File: src/rtl/cic_comb_cascade.sv
// N-stage pipelined CIC comb section with per-channel M-deep history,
// valid/channel tagging and a synchronous history clear.
module cic_comb_cascade #(
  parameter int unsigned IW = 19,
  parameter int unsigned OW = 19,
  parameter int unsigned N  = 3,
  parameter int unsigned M  = 1,
  parameter int unsigned C  = 4,
  parameter int unsigned CW = 2
) (
  input  logic          lr_clock,
  input  logic          reset_n,
  input  logic          i_valid,
  input  logic [IW-1:0] i_data,
  input  logic [CW-1:0] i_chan,
  input  logic          i_clear,
  output logic          o_valid,
  output logic [OW-1:0] o_data,
  output logic [CW-1:0] o_chan
);

  logic                   chan_ok;
  logic [OW-1:0]          entry_data;
  logic [N-1:0]           v_pipe;
  logic [N-1:0][CW-1:0]   c_pipe;
  logic [N-1:0][OW-1:0]   d_pipe;

  // Out-of-range channel tags are treated as bubbles.
  assign chan_ok    = (32'(i_chan) < C);
  assign entry_data = OW'($signed(i_data));

  for (genvar k = 0; k < N; k++) begin : g_stage
    logic          in_v;
    logic [CW-1:0] in_c;
    logic [OW-1:0] in_d;
    logic [OW-1:0] tail;
    logic          valid_q;
    logic [CW-1:0] chan_q;
    logic [OW-1:0] data_q;
    logic [OW-1:0] hist [C][M];

    if (k == 0) begin : g_entry
      assign in_v = i_valid && chan_ok;
      assign in_c = i_chan;
      assign in_d = entry_data;
    end else begin : g_chain
      assign in_v = v_pipe[k-1];
      assign in_c = c_pipe[k-1];
      assign in_d = d_pipe[k-1];
    end

    // Oldest history entry (x[n-M]) of the channel currently in this stage.
    always_comb begin
      tail = '0;
      for (int c = 0; c < C; c++) begin
        if (in_c == CW'(c)) tail = hist[c][M-1];
      end
    end

    always_ff @(posedge lr_clock or negedge reset_n) begin
      if (!reset_n) begin
        valid_q <= 1'b0;
        chan_q  <= '0;
        data_q  <= '0;
        for (int c = 0; c < C; c++)
          for (int m = 0; m < M; m++)
            hist[c][m] <= '0;
      end else if (i_clear) begin
        valid_q <= 1'b0;
        for (int c = 0; c < C; c++)
          for (int m = 0; m < M; m++)
            hist[c][m] <= '0;
      end else begin
        valid_q <= in_v;
        if (in_v) begin
          data_q <= in_d - tail;
          chan_q <= in_c;
          // Only the active channel's delay line advances.
          for (int c = 0; c < C; c++) begin
            if (in_c == CW'(c)) begin
              for (int m = M - 1; m > 0; m--) hist[c][m] <= hist[c][m-1];
              hist[c][0] <= in_d;
            end
          end
        end
      end
    end

    assign v_pipe[k] = valid_q;
    assign c_pipe[k] = chan_q;
    assign d_pipe[k] = data_q;
  end

  assign o_valid = v_pipe[N-1];
  assign o_chan  = c_pipe[N-1];
  assign o_data  = d_pipe[N-1];

endmodule

File: config.mk
export PLATFORM = sky130hd
export DESIGN_NAME = cic_comb_cascade
export DESIGN_NICKNAME = d
export VERILOG_FILES = /design/src/rtl/cic_comb_cascade.sv
export SDC_FILE = /design/constraint.sdc
export NUM_CORES = 1
export LEC_CHECK = 0
export ABC_AREA = 0
export CORE_ASPECT_RATIO = 0.6
export CORE_UTILIZATION = 30
export CTS_BUF_LIST = sky130_fd_sc_hd__clkbuf_4
export DETAILED_ROUTE_END_ITERATION = 10
export GPL_TIMING_DRIVEN = 0
export SYNTH_ARGS = -nofsm -noshare
export SYNTH_HDL_FRONTEND = slang
export SYNTH_SLANG_ARGS = --single-unit
File: constraint.sdc
create_clock -name lr_clock -period 2.9 [get_ports lr_clock]
set_clock_uncertainty 0.1 [all_clocks]
set_input_delay 0.58 -clock lr_clock [delete_from_list [all_inputs] [get_ports lr_clock]]
set_output_delay 0.58 -clock lr_clock [all_outputs]
set_load 0.01 [all_outputs]
# After elaboration in Yosys (flattened, before gate mapping)
# Index checks and enable logic that the tools add are counted.
dict set report word_totals {
  regBits 294
  inputBits 25
  wordCells 100
}
dict set report classes {
  addsub 3
  n_eq_ne 9
  mux 33
  bitwise_logic 1
  n_reduce_logical 33
}
# op n
set ops {}
lappend ops {{2-to-1 mux 19 bit} 24}
lappend ops {{2-to-1 mux 76 bit} 6}
lappend ops {{subtractor 19 bit} 3}
lappend ops {{AND reduction 2 bit} 15}
lappend ops {{nonzero test 2 bit} 15}
lappend ops {{== test 2 bit, second input constant} 6}
lappend ops {{== test 2 x 1 -> 1 bit, second input constant} 3}
lappend ops {{zero test 2 bit} 3}
lappend ops {{2-to-1 mux 1 bit} 3}
lappend ops {{NOT 1 bit} 1}

# Depth between registers and ports, before layout
# Gate-level depths: netlist (run 1).
dict set report depth {
  depth_word 6
  ltp_mapped 14
}

# Worst setup path before layout (run 1)
# Ideal clock, no wire load.
dict set report synth_timing {
  path_type {input -> register}
  from {input port i_chan[1]}
  to {register g_stage[0].data_q[14]}
  arrival_ns 3.374
  slack_ns -0.699
  stages 14
  path_cell_list {clkbuf_1 buf_1 buf_2 mux4_2 ha_1 inv_1 fa_1 a211oi_2 o21bai_1 a21oi_1 o2111ai_1 a21oi_1 xnor2_1 mux2_2}
}
dict set report synth_via {
  elab_chain_len 6
}
# element line
set synth_rtl {}
lappend synth_rtl {{start: declaration} 15} ;# input logic [CW-1:0] i_chan,
lappend synth_rtl {{zero test 2 bit} 56} ;# if (in_c == CW'(c)) tail = hist[c][M-1];
lappend synth_rtl {{2-to-1 mux 19 bit (3 in series)} 56}
lappend synth_rtl {{2-to-1 mux 19 bit (*)} 56}
lappend synth_rtl {{subtractor 19 bit (*)} 76} ;# data_q <= in_d - tail;
lappend synth_rtl {{end signal: assignment} 76}
lappend synth_rtl {{end: declaration} 39} ;# logic [OW-1:0] data_q;
# Mark *: on every way between the ends. The rest lies on a longest branch, timed or not.
# A chain may end at the register's enable or synchronous reset.

# Final worst setup path (run 1)
dict set report layout_timing {
  from {register g_stage[0].chan_q[0]}
  to {register g_stage[1].data_q[18]}
}
dict set report layout_via {
  elab_chain_len 6
}
# element line
set layout_rtl {}
lappend layout_rtl {{start: declaration} 38} ;# logic [CW-1:0] chan_q;
lappend layout_rtl {{start signal: assignment} 77} ;# chan_q <= in_c;
lappend layout_rtl {{zero test 2 bit} 56}
lappend layout_rtl {{2-to-1 mux 19 bit (3 in series)} 56}
lappend layout_rtl {{2-to-1 mux 19 bit (*)} 56}
lappend layout_rtl {{subtractor 19 bit (*)} 76}
lappend layout_rtl {{end signal: assignment} 76}
lappend layout_rtl {{end: declaration} 39}
# Marks and branches as above.

==> out/summary.txt, run 1 <==
synthesized area: 15300 um^2
Worst Hold Depth: 4
unrepaired setup endpoints after global routing: true
CTS tree: yes
Initial DRC Count: 1130
met2 GRT Util: 0.263
status: finished with violations
fmax: 321 MHz
TritonCTS buffer count: 82
max cap viols: 0
crit-path cells: buf_12, mux4_2, ha_4, inv_2, fa_2, a21oi_4, o22ai_4, o31ai_4, o211ai_1, o31a_1, xnor2_1, o21ai_1
vias per cell: 5.08
post-DP HPWL: 30500 um
final wirelength: 44900 um
die width: 294 um
Fillers: 4896
Netlist cell types: 54
Area growth syn-to-layout: 23.7%
Bufs and invs on worst path: 2
clk sinks: 294
Multi-input gate area: 8000 um^2
vias in the first global route: 13411
Final Max Tran Viols: 0
Synth Net Count: 1752
ratio of cells with drive above 1 in the final layout: 0.197
Slew headroom: 0.382
power per cell area: 712 nW/um^2
Pre-antenna DRT Iters: 5
starting density of the core: 0.307
average size of a mapped cell: 9.19 um^2
CP required: 3390 ps
min cycle time layout: 3120 ps
Crit-path slowest cell: dfrtp_2
Clock Tree Root: clkbuf_4
Die Area: 52100 um^2
most frequent cells after synthesis: 551 x nand2_1, 294 x dfrtp_1, 259 x a21oi_1
Critical Path Start Type: flop
number of flops mapped to enable cells by yosys: 0
finished layout cell area: 19000 um^2
worst hold path type: input port to flop
# setup viols final: 19
Net Switching: 4.70 mW
leading cell type by number of instances after synthesis: nand2_1
clock share of power: 0.295
initial antenna violation count: 2
Die H: 177 um
vias: 13130
worst path arrival time: 3610 ps
Storage cell area: 7360 um^2
Synth Warn #: 0
met3 Use GR: 0.0422
sequential fraction of the synthesis area: 0.480
core area: 49900 um^2
htree depth: 3
largest cells by area after synthesis: dfrtp_1 48%, nand2_1 13%, a21oi_1 8.4%
Clock Latency Late Sink: 730 ps
failing checks: setup timing
Yosys top cell area share: 0.480
Cells after Synth: 1670
Static Leakage: 7.73 nW
worst setup margin: -220 ps
Tightest Pin Transition: 924 ps
Post-Layout Cell Count: 2585
Reg power frac: 0.371
top cell type by total area after synthesis: dfrtp_1
asr flop ratio synth: 1.00
R2R setup slack: -220 ps
fin util: 0.380
site row count: 63
dpl cells: 2396
total track usage: 0.177
I/O pins: 47
DRC viols: 0
Gate power share: 0.334
Setup CP Type: flop to flop
Post-Place Cell Area: 16900 um^2
Reg clk slew, reported paths: 70 ps
Fin. Hold Viols: 0
main flop type after synthesis: dfrtp_1
Int Power: 8.81 mW
Final Cycle Share: 1.08
first-pass GRT wire length: 72900 um
VDD IR-drop max: 0.391 mV
final weighted congestion in routability-driven placement: 0.879
Setup TNS: -1490 ps
Top delay family on crit path: compound AO/OA/AOI/OAI gates
FF+latch count, synth: 294
ANT nets after route: 0
clk buf depth: 3
Critical Path Sink Type: flop
met1 Track Usage GR: 0.252
largest net degree at the start of global routing: 123
gr busiest metal: met2
Avg WL per Cell: 17.4 um
slowest cell delay on critical path: 450 ps
switching part of the total: 0.348
CP Depth: 12
Reg2Reg Depth: 12
Congestion Overflow GR: 0
Buffers on Ports: 42
fin nets: 1922
crit path max fanout: 3
Hold WS: 176 ps
-- tightest hold or removal path, stage by stage --
cell and delay, ps:
buf_12 110, nor3b_2 120, nand2_1 100, a21oi_1 60
-- power by group through the flow --
stage / logic, mW / clock network, mW / registers, mW
after floorplan: 2.34 / 0 / 4.94
after global placement: 3.39 / 0 / 5.03
after detailed placement: 3.44 / 0 / 5.05
after CTS: 4.17 / 4.12 / 5.01
after global routing: 4.94 / 4.34 / 5.08
final: 4.51 / 3.99 / 5.01
-- final cells by class --
| type | count | area share |
|---|---|---|
| diodes | 1 | 0.000132 |
| plain buffers | 94 | 0.0301 |
| clock buffers | 121 | 0.0479 |
| clock inverters | 25 | 0.00929 |
| inverters | 68 | 0.0134 |
| multi-input cells | 1212 | 0.421 |
| flip-flops and latches | 294 | 0.388 |
| well taps | 682 | 0.0450 |
| repair buffers | 88 | 0.0453 |
-- per-stage QoR --
| stage | total power, mW | setup slack [ps] |
|---|---|---|
| final | 13.5 | -220 |
| after detailed placement | 8.49 | -717 |
| after CTS | 13.3 | -180 |
| after global placement | 8.42 | -11550 |
| after global routing | 14.3 | -323 |
| after floorplan | 7.28 | -257 |
-- placed cells by master, fill, tap and decap left out, types with 7 or more instances in the layout --
cell type,netlist,layout
clkinv_1,0,17
xor2_1,21,20
o21a_1,9,9
clkbuf_4,0,122
a21o_1,10,10
buf_12,0,7
and3_1,8,8
ha_4,0,17
nand2b_1,8,8
o21ai_1,30,37
a21oi_4,0,7
ha_1,54,33
clkdlybuf4s50_1,0,41
nor2_1,27,26
mux4_2,57,57
a21oi_2,1,15
nand2_1,551,549
clkbuf_1,76,68
nand3_1,15,15
o21ai_0,43,31
inv_1,68,55
dfrtp_1,294,292
a21oi_1,259,238
buf_4,0,36
xnor2_1,28,25
inv_2,0,15
buf_6,0,9
-- layer usage --
layer,part of all wire,up-vias
li1,-,6057
met1,0.46,6537
met2,0.44,444
met3,0.072,90
met4,0.022,2
met5,0.00040,-
-- flip-flops by register name, summed over array words and instances (netlist names) --
register,cells
g_stage.chan_q,4
g_stage.valid_q,2
o_data,19
g_stage.data_q,38
g_stage.hist,228
o_chan,2
o_valid,1
-- worst paths after layout --
check / from / endpoint
max in group asynchronous: reset_n / g_stage[1].hist[13]
min: i_chan[0] / g_stage[0].hist[64]
min in group asynchronous: reset_n / o_data[2]
max reg2reg: g_stage[0].chan_q[0] / g_stage[1].data_q[18]
min reg2reg: o_data[11] / o_data[11]
max: g_stage[0].chan_q[0] / g_stage[1].data_q[18]
-- logic make-up after synthesis --
logic type,after synthesis,synth area share
mux,64,0.0888
fa+ha+maj,57,0.0480
compound gates,401,0.146
buf+inv,164,0.0411
xor+xnor,49,0.0280
flops,294,0.480
simple gates,641,0.168
-- timing repair --
action | CTS | global route
hold endpoints to repair | 85 | 0
endpoints found under the setup margin | 28 | 29
hold buffers | 1 | 0
resized for setup | 93 | 61
cloned | 1 | 0
buffers inserted | 33 | 10
pin swaps | 43 | 24
No activity file was read; power rests on OpenSTA's default activity.
==> run 2, diff against run 1 <==
CTS_CLUSTER_SIZE = 12   (was not set)
==> out/summary.txt, run 2 (same netlist as run 1, synthesis figures left out) <==
max cap viols: 0
Clock Latency Late Sink: 730 ps
vias in the first global route: 13363
Reg power frac: 0.378
finished layout cell area: 19000 um^2
min cycle time layout: 3080 ps
TritonCTS buffer count: 81
CP required: 3360 ps
fin nets: 1926
commonest non-fill, non-tap cells in the layout: 549 x nand2_1, 292 x dfrtp_1, 237 x a21oi_1
starting density of the core: 0.307
Final Max Tran Viols: 0
die width: 294 um
Initial DRC Count: 1059
Fillers: 4911
total track usage: 0.178
largest net degree at the start of global routing: 123
fin util: 0.380
Reg2Reg Depth: 13
vias: 13169
crit-path cells: buf_8, buf_12, buf_4, mux4_2, inv_2, ha_4, a21o_1, a31oi_1, nor2_1, or4_1, o22ai_2, xnor2_1, o21ai_1
Avg WL per Cell: 17.5 um
CTS tree: yes
max FFs per register: 228
VDD IR-drop max: 0.279 mV
Pre-antenna DRT Iters: 5
Setup CP Type: flop to flop
Die H: 177 um
status: finished with violations
site row count: 63
worst path arrival time: 3540 ps
Gate power share: 0.344
final weighted congestion in routability-driven placement: 0.879
Hold WS: 190 ps
initial antenna violation count: 2
Net Switching: 4.70 mW
power per cell area: 699 nW/um^2
first-pass GRT wire length: 73000 um
Slew headroom: 0.412
Static Leakage: 7.72 nW
slowest cell delay on critical path: 490 ps
Critical Path Start Type: flop
worst setup margin: -183 ps
# setup viols final: 16
unrepaired setup endpoints after global routing: true
fmax: 324 MHz
vias per cell: 5.09
Reg clk slew, reported paths: 70 ps
DRC viols: 0
clk buf depth: 3
Congestion Overflow GR: 0
Clock Tree Root: clkbuf_4
Die Area: 52100 um^2
dpl cells: 2396
Tightest Pin Transition: 879 ps
largest register by flop count: g_stage.hist
failing checks: setup timing
Int Power: 8.56 mW
Critical Path Sink Type: flop
Final Cycle Share: 1.06
final wirelength: 45200 um
Fin. Hold Viols: 0
Area growth syn-to-layout: 23.6%
core area: 49900 um^2
clk sinks: 294
Post-Layout Cell Count: 2585
Crit-path slowest cell: mux4_2
htree depth: 3
commonest non-fill, non-tap cell in the layout: nand2_1
post-DP HPWL: 30500 um
worst hold path type: input port to flop
Setup TNS: -1390 ps
clock share of power: 0.278
switching part of the total: 0.355
crit path max fanout: 6
Buffers on Ports: 42
Worst Hold Depth: 4
ratio of cells with drive above 1 in the final layout: 0.200
I/O pins: 47
Post-Place Cell Area: 16900 um^2
ANT nets after route: 0
==> run 2: layer usage <==
layer | up-vias | track usage | wire, um
met3 | 87 | 0.0424 | 3530
met1 | 6566 | 0.252 | 20700
met4 | 2 | 0.0603 | 924
met2 | 461 | 0.264 | 20000
met5 | - | 0 | 18
li1 | 6053 | - | -
==> run 2: cell type report <==
type                            count  area [um^2]  share of cell area
Antenna cell                        1         2.50            0.000132
Buffer                             94          562              0.0296
Clock buffer                      120          901              0.0475
Clock inverter                     21         81.3             0.00429
Inverter                           68          258              0.0136
Multi-Input combinational cell   1212         8020               0.423
Sequential cell                   294         7360               0.388
Tap cell                          682          853              0.0450
Timing Repair Buffer               93          933              0.0492
==> run 2: worst max-delay path, delay by kind of cell (launching register included) <==
family | cells | cell delay (ps)
AO/OA/AOI/OAI | 4 | 600
XOR/XNOR | 1 | 160
adder cells (fa/ha/maj) | 1 | 210
buffers and inverters | 4 | 480
flip-flops | 1 | 380
multiplexers | 1 | 490
AND/OR/NAND/NOR | 2 | 510
==> run 2: final timing paths <==
path | start | end | slack (ps)
worst min register to register | o_data[11] | o_data[11] | 380
worst max-delay path | g_stage[1].chan_q[0] | o_data[18] | -180
min in group asynchronous | reset_n | o_data[1] | 360
worst min-delay path | i_chan[0] | g_stage[0].hist[64] | 190
max in group asynchronous | reset_n | g_stage[1].hist[34] | 840
worst max register to register | g_stage[1].chan_q[0] | o_data[18] | -180
==> run 2: what timing repair did <==
action	in CTS	in global routing
setup endpoints to repair	29	28
buffers inserted	32	15
pin swaps	37	30
hold buffers	1	0
hold endpoints to repair	85	0
resized for setup	93	71
cloned	1	1
==> run 2: power groups by stage <==
| stage | clock network (mW) | registers, mW | logic, mW |
|---|---|---|---|
| after detailed placement | 0 | 5.05 | 3.44 |
| after global routing | 4.01 | 5.08 | 4.99 |
| final | 3.68 | 5.02 | 4.56 |
| after CTS | 3.80 | 5.01 | 4.17 |
| after floorplan | 0 | 4.94 | 2.34 |
| after global placement | 0 | 5.03 | 3.39 |
==> run 2: per-stage QoR <==
stage | setup slack (ps) | total power [mW]
final | -183 | 13.3
after global placement | -11550 | 8.42
after floorplan | -257 | 7.28
after CTS | -180 | 13.0
after detailed placement | -717 | 8.49
after global routing | -338 | 14.1
